`src/rtl/disp_pkg.sv`:
```
// Shared mode encodings, Bayer threshold lookup and width-conversion helpers
// for the display colour adapter.
package disp_pkg;

  localparam logic [1:0] MODE_CONV  = 2'd0;
  localparam logic [1:0] MODE_DITH  = 2'd1;
  localparam logic [1:0] MODE_GREY  = 2'd2;
  localparam logic [1:0] MODE_BLANK = 2'd3;

  // Number of MSB-first copies needed to fill the output width.
  function automatic int rep_count(input int bpc_in, input int bpc_out);
    return (bpc_out + bpc_in - 1) / bpc_in;
  endfunction

  // Bits dropped on reduction; zero when expanding.
  function automatic int red_shift(input int bpc_in, input int bpc_out);
    if (bpc_in > bpc_out) begin
      return bpc_in - bpc_out;
    end else begin
      return 0;
    end
  endfunction

  // 2x2 Bayer [[0,2],[3,1]] indexed [y][x].
  function automatic logic [1:0] bayer2(input logic x0, input logic y0);
    return {x0 ^ y0, y0};
  endfunction

  // Recursive Bayer: 4x4 entry = 4*M2(low bits) + M2(high bits).
  function automatic logic [3:0] bayer(input logic [1:0] x, input logic [1:0] y, input int dw);
    logic [3:0] t;
    if (dw >= 2) begin
      t = {bayer2(x[0], y[0]), bayer2(x[1], y[1])};
    end else begin
      t = {2'b00, bayer2(x[0], y[0])};
    end
    return t;
  endfunction

endpackage

```
`src/rtl/disp_colr_width.sv`:
```
// One colour channel: bit-replicate expansion or truncate/dither reduction
// with saturation, blank forcing, and the stage-2 output register.
module colr_width
  import disp_pkg::*;
#(
  parameter int BPC_IN  = 5,
  parameter int BPC_OUT = 8
) (
  input  logic               clk_i,
  input  logic               rst_i,
  input  logic [BPC_IN-1:0]  c_i,
  input  logic [BPC_IN-1:0]  thr_i,
  input  logic               dith_i,
  input  logic               blank_i,
  output logic [BPC_OUT-1:0] c_o
);

  logic [BPC_OUT-1:0] conv_s;
  logic [BPC_OUT-1:0] c_d;
  logic [BPC_OUT-1:0] c_q;

  generate
    if (BPC_OUT >= BPC_IN) begin : g_expand
      localparam int REP = rep_count(BPC_IN, BPC_OUT);
      logic [REP*BPC_IN-1:0] rep_s;
      logic                  unused_dith_s;

      assign rep_s         = {REP{c_i}};
      assign conv_s        = BPC_OUT'(rep_s >> (REP * BPC_IN - BPC_OUT));
      assign unused_dith_s = ^{thr_i, dith_i};
    end else begin : g_reduce
      localparam int D = red_shift(BPC_IN, BPC_OUT);
      logic [BPC_IN:0]   sum_s;
      logic [BPC_IN-1:0] sat_s;

      // The extra carry bit catches overflow so bright pixels clamp instead of wrapping.
      always_comb begin
        sum_s = {1'b0, c_i} + {1'b0, thr_i};
        if (dith_i && sum_s[BPC_IN]) begin
          sat_s = {BPC_IN{1'b1}};
        end else if (dith_i) begin
          sat_s = sum_s[BPC_IN-1:0];
        end else begin
          sat_s = c_i;
        end
      end

      assign conv_s = BPC_OUT'(sat_s >> D);
    end
  endgenerate

  always_comb begin
    if (blank_i) begin
      c_d = {BPC_OUT{1'b0}};
    end else begin
      c_d = conv_s;
    end
  end

  always_ff @(posedge clk_i or posedge rst_i) begin
    if (rst_i) begin
      c_q <= {BPC_OUT{1'b0}};
    end else begin
      c_q <= c_d;
    end
  end

  assign c_o = c_q;

endmodule

```
`src/rtl/disp_colr_adapt.sv`:
```
// Display colour adapter: frame-latched mode, stage-1 greyscale/threshold
// capture, and three per-channel converters forming stage 2.
module disp_colr_adapt
  import disp_pkg::*;
#(
  parameter int BPC_IN   = 5,
  parameter int BPC_OUT  = 8,
  parameter int CORDW    = 16,
  parameter int DITHER_W = 1
) (
  input  logic                    clk_pix,
  input  logic                    rst_pix,
  input  logic [1:0]              mode_req,
  input  logic signed [CORDW-1:0] in_x,
  input  logic signed [CORDW-1:0] in_y,
  input  logic                    in_de,
  input  logic                    in_frame,
  input  logic [BPC_IN-1:0]       in_r,
  input  logic [BPC_IN-1:0]       in_g,
  input  logic [BPC_IN-1:0]       in_b,
  output logic signed [CORDW-1:0] out_x,
  output logic signed [CORDW-1:0] out_y,
  output logic                    out_de,
  output logic                    out_frame,
  output logic [BPC_OUT-1:0]      out_r,
  output logic [BPC_OUT-1:0]      out_g,
  output logic [BPC_OUT-1:0]      out_b,
  output logic [1:0]              mode_cur
);

  localparam int RED_D = red_shift(BPC_IN, BPC_OUT);
  localparam int GW    = BPC_IN + 3;

  logic [1:0]              mode_eff_s;
  logic [1:0]              mode_cur_d, mode_cur_q;
  logic [GW-1:0]           gr_s, gg_s, gb_s;
  logic [BPC_IN-1:0]       grey_s;
  logic [31:0]             t_wide_s;
  logic [BPC_IN-1:0]       thr_d;
  logic [BPC_IN-1:0]       r_d, g_d, b_d;

  logic signed [CORDW-1:0] s1_x_q, s1_y_q, s2_x_q, s2_y_q;
  logic                    s1_de_q, s1_frame_q, s2_de_q, s2_frame_q;
  logic [1:0]              s1_mode_q;
  logic [BPC_IN-1:0]       s1_r_q, s1_g_q, s1_b_q, s1_thr_q;
  logic                    dith_s, blank_s;

  // The frame-start pixel already uses the requested mode; the register follows a cycle later.
  always_comb begin
    if (in_frame) begin
      mode_eff_s = mode_req;
    end else begin
      mode_eff_s = mode_cur_q;
    end
    mode_cur_d = mode_eff_s;
  end

  always_comb begin
    gr_s     = {3'b000, in_r};
    gg_s     = {3'b000, in_g};
    gb_s     = {3'b000, in_b};
    grey_s   = BPC_IN'(((gr_s << 3'd1) + (gg_s << 3'd2) + gg_s + gb_s) >> 3'd3);
    t_wide_s = {28'd0, bayer(in_x[1:0], in_y[1:0], DITHER_W)};
    thr_d    = BPC_IN'((t_wide_s << RED_D) >> (2 * DITHER_W));
    if (mode_eff_s == MODE_GREY) begin
      r_d = grey_s;
      g_d = grey_s;
      b_d = grey_s;
    end else begin
      r_d = in_r;
      g_d = in_g;
      b_d = in_b;
    end
  end

  always_ff @(posedge clk_pix or posedge rst_pix) begin
    if (rst_pix) begin
      mode_cur_q <= 2'd0;
      s1_x_q     <= {CORDW{1'b0}};
      s1_y_q     <= {CORDW{1'b0}};
      s1_de_q    <= 1'b0;
      s1_frame_q <= 1'b0;
      s1_mode_q  <= 2'd0;
      s1_r_q     <= {BPC_IN{1'b0}};
      s1_g_q     <= {BPC_IN{1'b0}};
      s1_b_q     <= {BPC_IN{1'b0}};
      s1_thr_q   <= {BPC_IN{1'b0}};
    end else begin
      mode_cur_q <= mode_cur_d;
      s1_x_q     <= in_x;
      s1_y_q     <= in_y;
      s1_de_q    <= in_de;
      s1_frame_q <= in_frame;
      s1_mode_q  <= mode_eff_s;
      s1_r_q     <= r_d;
      s1_g_q     <= g_d;
      s1_b_q     <= b_d;
      s1_thr_q   <= thr_d;
    end
  end

  always_ff @(posedge clk_pix or posedge rst_pix) begin
    if (rst_pix) begin
      s2_x_q     <= {CORDW{1'b0}};
      s2_y_q     <= {CORDW{1'b0}};
      s2_de_q    <= 1'b0;
      s2_frame_q <= 1'b0;
    end else begin
      s2_x_q     <= s1_x_q;
      s2_y_q     <= s1_y_q;
      s2_de_q    <= s1_de_q;
      s2_frame_q <= s1_frame_q;
    end
  end

  always_comb begin
    dith_s  = (s1_mode_q == MODE_DITH);
    blank_s = (s1_mode_q == MODE_BLANK) || !s1_de_q;
  end

  colr_width #(.BPC_IN(BPC_IN), .BPC_OUT(BPC_OUT)) u_r (
    .clk_i(clk_pix), .rst_i(rst_pix), .c_i(s1_r_q), .thr_i(s1_thr_q),
    .dith_i(dith_s), .blank_i(blank_s), .c_o(out_r)
  );

  colr_width #(.BPC_IN(BPC_IN), .BPC_OUT(BPC_OUT)) u_g (
    .clk_i(clk_pix), .rst_i(rst_pix), .c_i(s1_g_q), .thr_i(s1_thr_q),
    .dith_i(dith_s), .blank_i(blank_s), .c_o(out_g)
  );

  colr_width #(.BPC_IN(BPC_IN), .BPC_OUT(BPC_OUT)) u_b (
    .clk_i(clk_pix), .rst_i(rst_pix), .c_i(s1_b_q), .thr_i(s1_thr_q),
    .dith_i(dith_s), .blank_i(blank_s), .c_o(out_b)
  );

  assign out_x     = s2_x_q;
  assign out_y     = s2_y_q;
  assign out_de    = s2_de_q;
  assign out_frame = s2_frame_q;
  assign mode_cur  = mode_cur_q;

endmodule

```
`config.mk`:
```
export PLATFORM = sky130hd
export DESIGN_NAME = disp_colr_adapt
export DESIGN_NICKNAME = d
export VERILOG_FILES = /design/src/rtl/disp_pkg.sv /design/src/rtl/disp_colr_width.sv /design/src/rtl/disp_colr_adapt.sv
export SDC_FILE = /design/constraint.sdc
export NUM_CORES = 1
export LEC_CHECK = 0
export ABC_CLOCK_PERIOD_IN_PS = 3500
export BUFFER_PORTS_ARGS = -buffer_cell sky130_fd_sc_hd__buf_2
export CORE_ASPECT_RATIO = 1.5
export CORE_MARGIN = 5
export CORE_UTILIZATION = 40
export DETAILED_ROUTE_END_ITERATION = 12
export PLACE_DENSITY = 0.66
export SLEW_MARGIN = 20
export SYNTH_ARGS = -nofsm -noshare
export SYNTH_HDL_FRONTEND = slang
export SYNTH_SLANG_ARGS = --single-unit
```
`constraint.sdc`:
```
create_clock -name clk_pix -period 3.5 [get_ports clk_pix]
set_input_delay 0 -clock clk_pix [delete_from_list [all_inputs] [get_ports clk_pix]]
set_output_delay 0 -clock clk_pix [all_outputs]
set_load 0.01 [all_outputs]
```
==> flow_summary.json <==
{
  "status": "finished clean",
  "ys.flop_type": "dfrtp_1",
  "fmax_mhz": 345,
  "cts_buffers": 9,
  "fin_area_sq_um": 4720,
  "wire_per_inst_um": 13.9,
  "grt_pass1_wl_mm": 10.9,
  "finalHoldViolations": 0,
  "syn_avg_cell_area_sq_um": 16.0,
  "synth_top_family_by_area": "adder cells",
  "drv_cap": 0,
  "post-route-drc-count": 0,
  "syn-cell-area_sq_um": 3350,
  "post_cts_buffers": 0,
  "period_share_pct": 82.9,
  "layout.cells.most_common": "buf_2",
  "row_count": 41,
  "cts_buffer_depth": 2,
  "die_h_um": 122,
  "cts.clk_slew.worst_paths_ns": 0.06,
  "synthAdderAreaFrac_pct": 7.40,
  "syn_inst": 209,
  "grt.total_usage_pct": 14.1,
  "antenna_found_initial": 0,
  "io-pin-count": 113,
  "drt.antenna.violating_nets": 0,
  "tightestPinTransition_ns": 0.860,
  "die_area_sq_um": 10300,
  "place_hpwl_mm": 4.55,
  "power_density_nw_per_um2": 535,
  "antenna_cells": 0,
  "die_x_um": 84.7,
  "post-route-min-period_ns": 2.90,
  "power_w": 0.00253,
  "synthesis.nets": 277,
  "skew_ns": 0.00807,
  "yosysWarnings": 0,
  "synth.area.mux_share_pct": 2.32,
  "h-tree-depth": 3,
  "slew_viol_final": 0,
  "fin_hold_ws_ns": 0.0190,
  "synthXorXnorAreaFrac_pct": 0.262,
  "cts_resized": 0,
  "gr-total-overflow": 0,
  "first_global_vias": 2223,
  "dr_total_vias": 2066,
  "synthSimpleGateAreaFrac_pct": 5.98,
  "yosys_register_bits": 100,
  "clkLatencyLatePin_ns": 0.34,
  "synth-compound-area-share_pct": 4.34,
  "layout_common_cells": "buf_2, dfrtp_1, dlygate4sd3_1",
  "cts_root_buf": "clkbuf_16",
  "routed_wl_mm": 6.73,
  "synth_edf_count": 0,
  "crit_required_ns": 3.75,
  "critPathLaunchType": "primary input",
  "start_util_pct": 40.3,
  "slew_headroom_pct": 42.6,
  "worst_slack_ns": 0.600,
  "placed_area_sq_um": 3970,
  "async_reset_ff_share_pct": 100,
  "hp-class": "in2reg",
  "vdd_drop_max_uv": 304,
  "fin_nets": 439,
  "dr.pass1.iters": 4,
  "area_delta_synth_final_pct": 41.1,
  "via_per_inst": 4.28,
  "ys_seq_area_share_pct": 74.8,
  "grt_start_max_net_pins": 75,
  "drive_above_1_share_pct": 37.0,
  "core_area_sq_um": 8310,
  "critPathKind": "in2reg",
  "port_buffers": 112,
  "setup_viol": 0,
  "clock_sinks": 100,
  "cts_tree": "done",
  "pre_cts_slack_ns": 0.809,
  "power_leakage_nw": 2.40,
  "endpoint_kind": "flop",
  "cp.arrival_ns": 3.15,
  "tns_ns": 0,
  "cp_max_fo": 3,
  "rsz0062_at_grt": "no",
  "drt_iter0_drc": 20,
  "synth_cell_types": 29,
  "gp_congestion": 0.767
}
==> final timing paths <==
kind | startpoint | endpoint | slack (ns) | cells past startpoint
worst max-delay path | in_g[0] | s1_r_q[3] | 0.60 | 12
worst min-delay path | in_b[3] | s1_b_q[3] | 0.02 | 3
worst max register to register | s1_mode_q[0] | s1_r_q[3] | 1.85 | 4
max in group asynchronous | rst_pix | out_x[15] | 2.24 | 4
worst min register to register | s1_x_q[5] | out_x[5] | 0.35 | 0
min in group asynchronous | rst_pix | s1_y_q[10] | 0.41 | 3
==> routing by layer <==
layer | vias to the layer above | global-route usage [%] | part of all wire [%]
li1 | 978 | - | -
met1 | 1007 | 15.0 | 36
met2 | 71 | 24.8 | 55
met3 | 10 | 4.94 | 6.5
met4 | 0 | 7.13 | 2.2
met5 | - | 0 | 0
==> per-stage QoR <==
step | std cells | utilization (%)
after floorplan | 209 | -
after global placement | 418 | 47.7
after detailed placement | 418 | 47.7
after CTS | 483 | 56.8
after global routing | 483 | 56.8
final | 483 | 56.8
==> report_power, final <==
group / internal, W / total [W] / switching, W
Clock: 0.000478 / 0.000874 / 0.000396
Combinational: 0.000182 / 0.000379 / 0.000197
Sequential: 0.00125 / 0.00127 / 0.0000256
Total: 0.00191 / 0.00253 / 0.000619
==> synthesized netlist by cell type, types with 3 or more instances <==
cell / number / area (sq um)
dfrtp_1: 100 / 2500
inv_1: 19 / 71.3
and2_1: 15 / 93.8
buf_4: 9 / 67.6
fa_1: 8 / 160
ha_1: 7 / 87.6
o21ai_0: 7 / 35.0
nand2_1: 5 / 18.8
a21o_1: 4 / 30.0
nor2_1: 4 / 15.0
o211ai_1: 4 / 30.0
mux2_4: 3 / 45.0
nand4_1: 3 / 18.8
o21ai_1: 3 / 15.0
==> logic make-up after synthesis <==
| logic type | after synthesis |
|---|---|
| adders and majority gates | 15 |
| and+or+nand+nor | 33 |
| DFF | 100 |
| buffers and inverters | 31 |
| muxes | 6 |
| xor gates and xnor gates | 1 |
| AOI/OAI and AO/OA | 23 |
==> layout make-up <==
type,count,area [sq um]
clock buffer,9,225
clock inverter,7,42.5
fill,690,3590
inverter,19,73.8
multi-input combinational,78,679
sequential,100,2500
tap,107,134
timing repair buffer,163,1070
==> what timing repair did <==
action                     CTS  global route
setup endpoints to repair    0             0
hold endpoints to repair   121             0
hold buffers                49             0
==> sequential cells by signal, summed over array words and instances (netlist names) <==
register	cells
s1_b_q	5
s1_de_q	1
s1_g_q	5
s1_mode_q	2
s1_r_q	5
s1_frame_q	1
out_x	16
u_g.c_o	5
out_frame	1
out_de	1
out_y	16
s1_x_q	16
s1_y_q	16
u_b.c_o	5
u_r.c_o	5
==> worst max-delay path, cell delays in order <==
cell and delay [ns]:
dlygate4sd3_1 0.54, buf_2 0.13, inv_1 0.06, fa_1 0.50
inv_1 0.06, fa_1 0.49, nand4_1 0.18, fa_1 0.42
nor2b_1 0.18, o21ai_0 0.13, a211o_1 0.35, o211ai_1 0.11
Power figures use the tool's default switching activity.
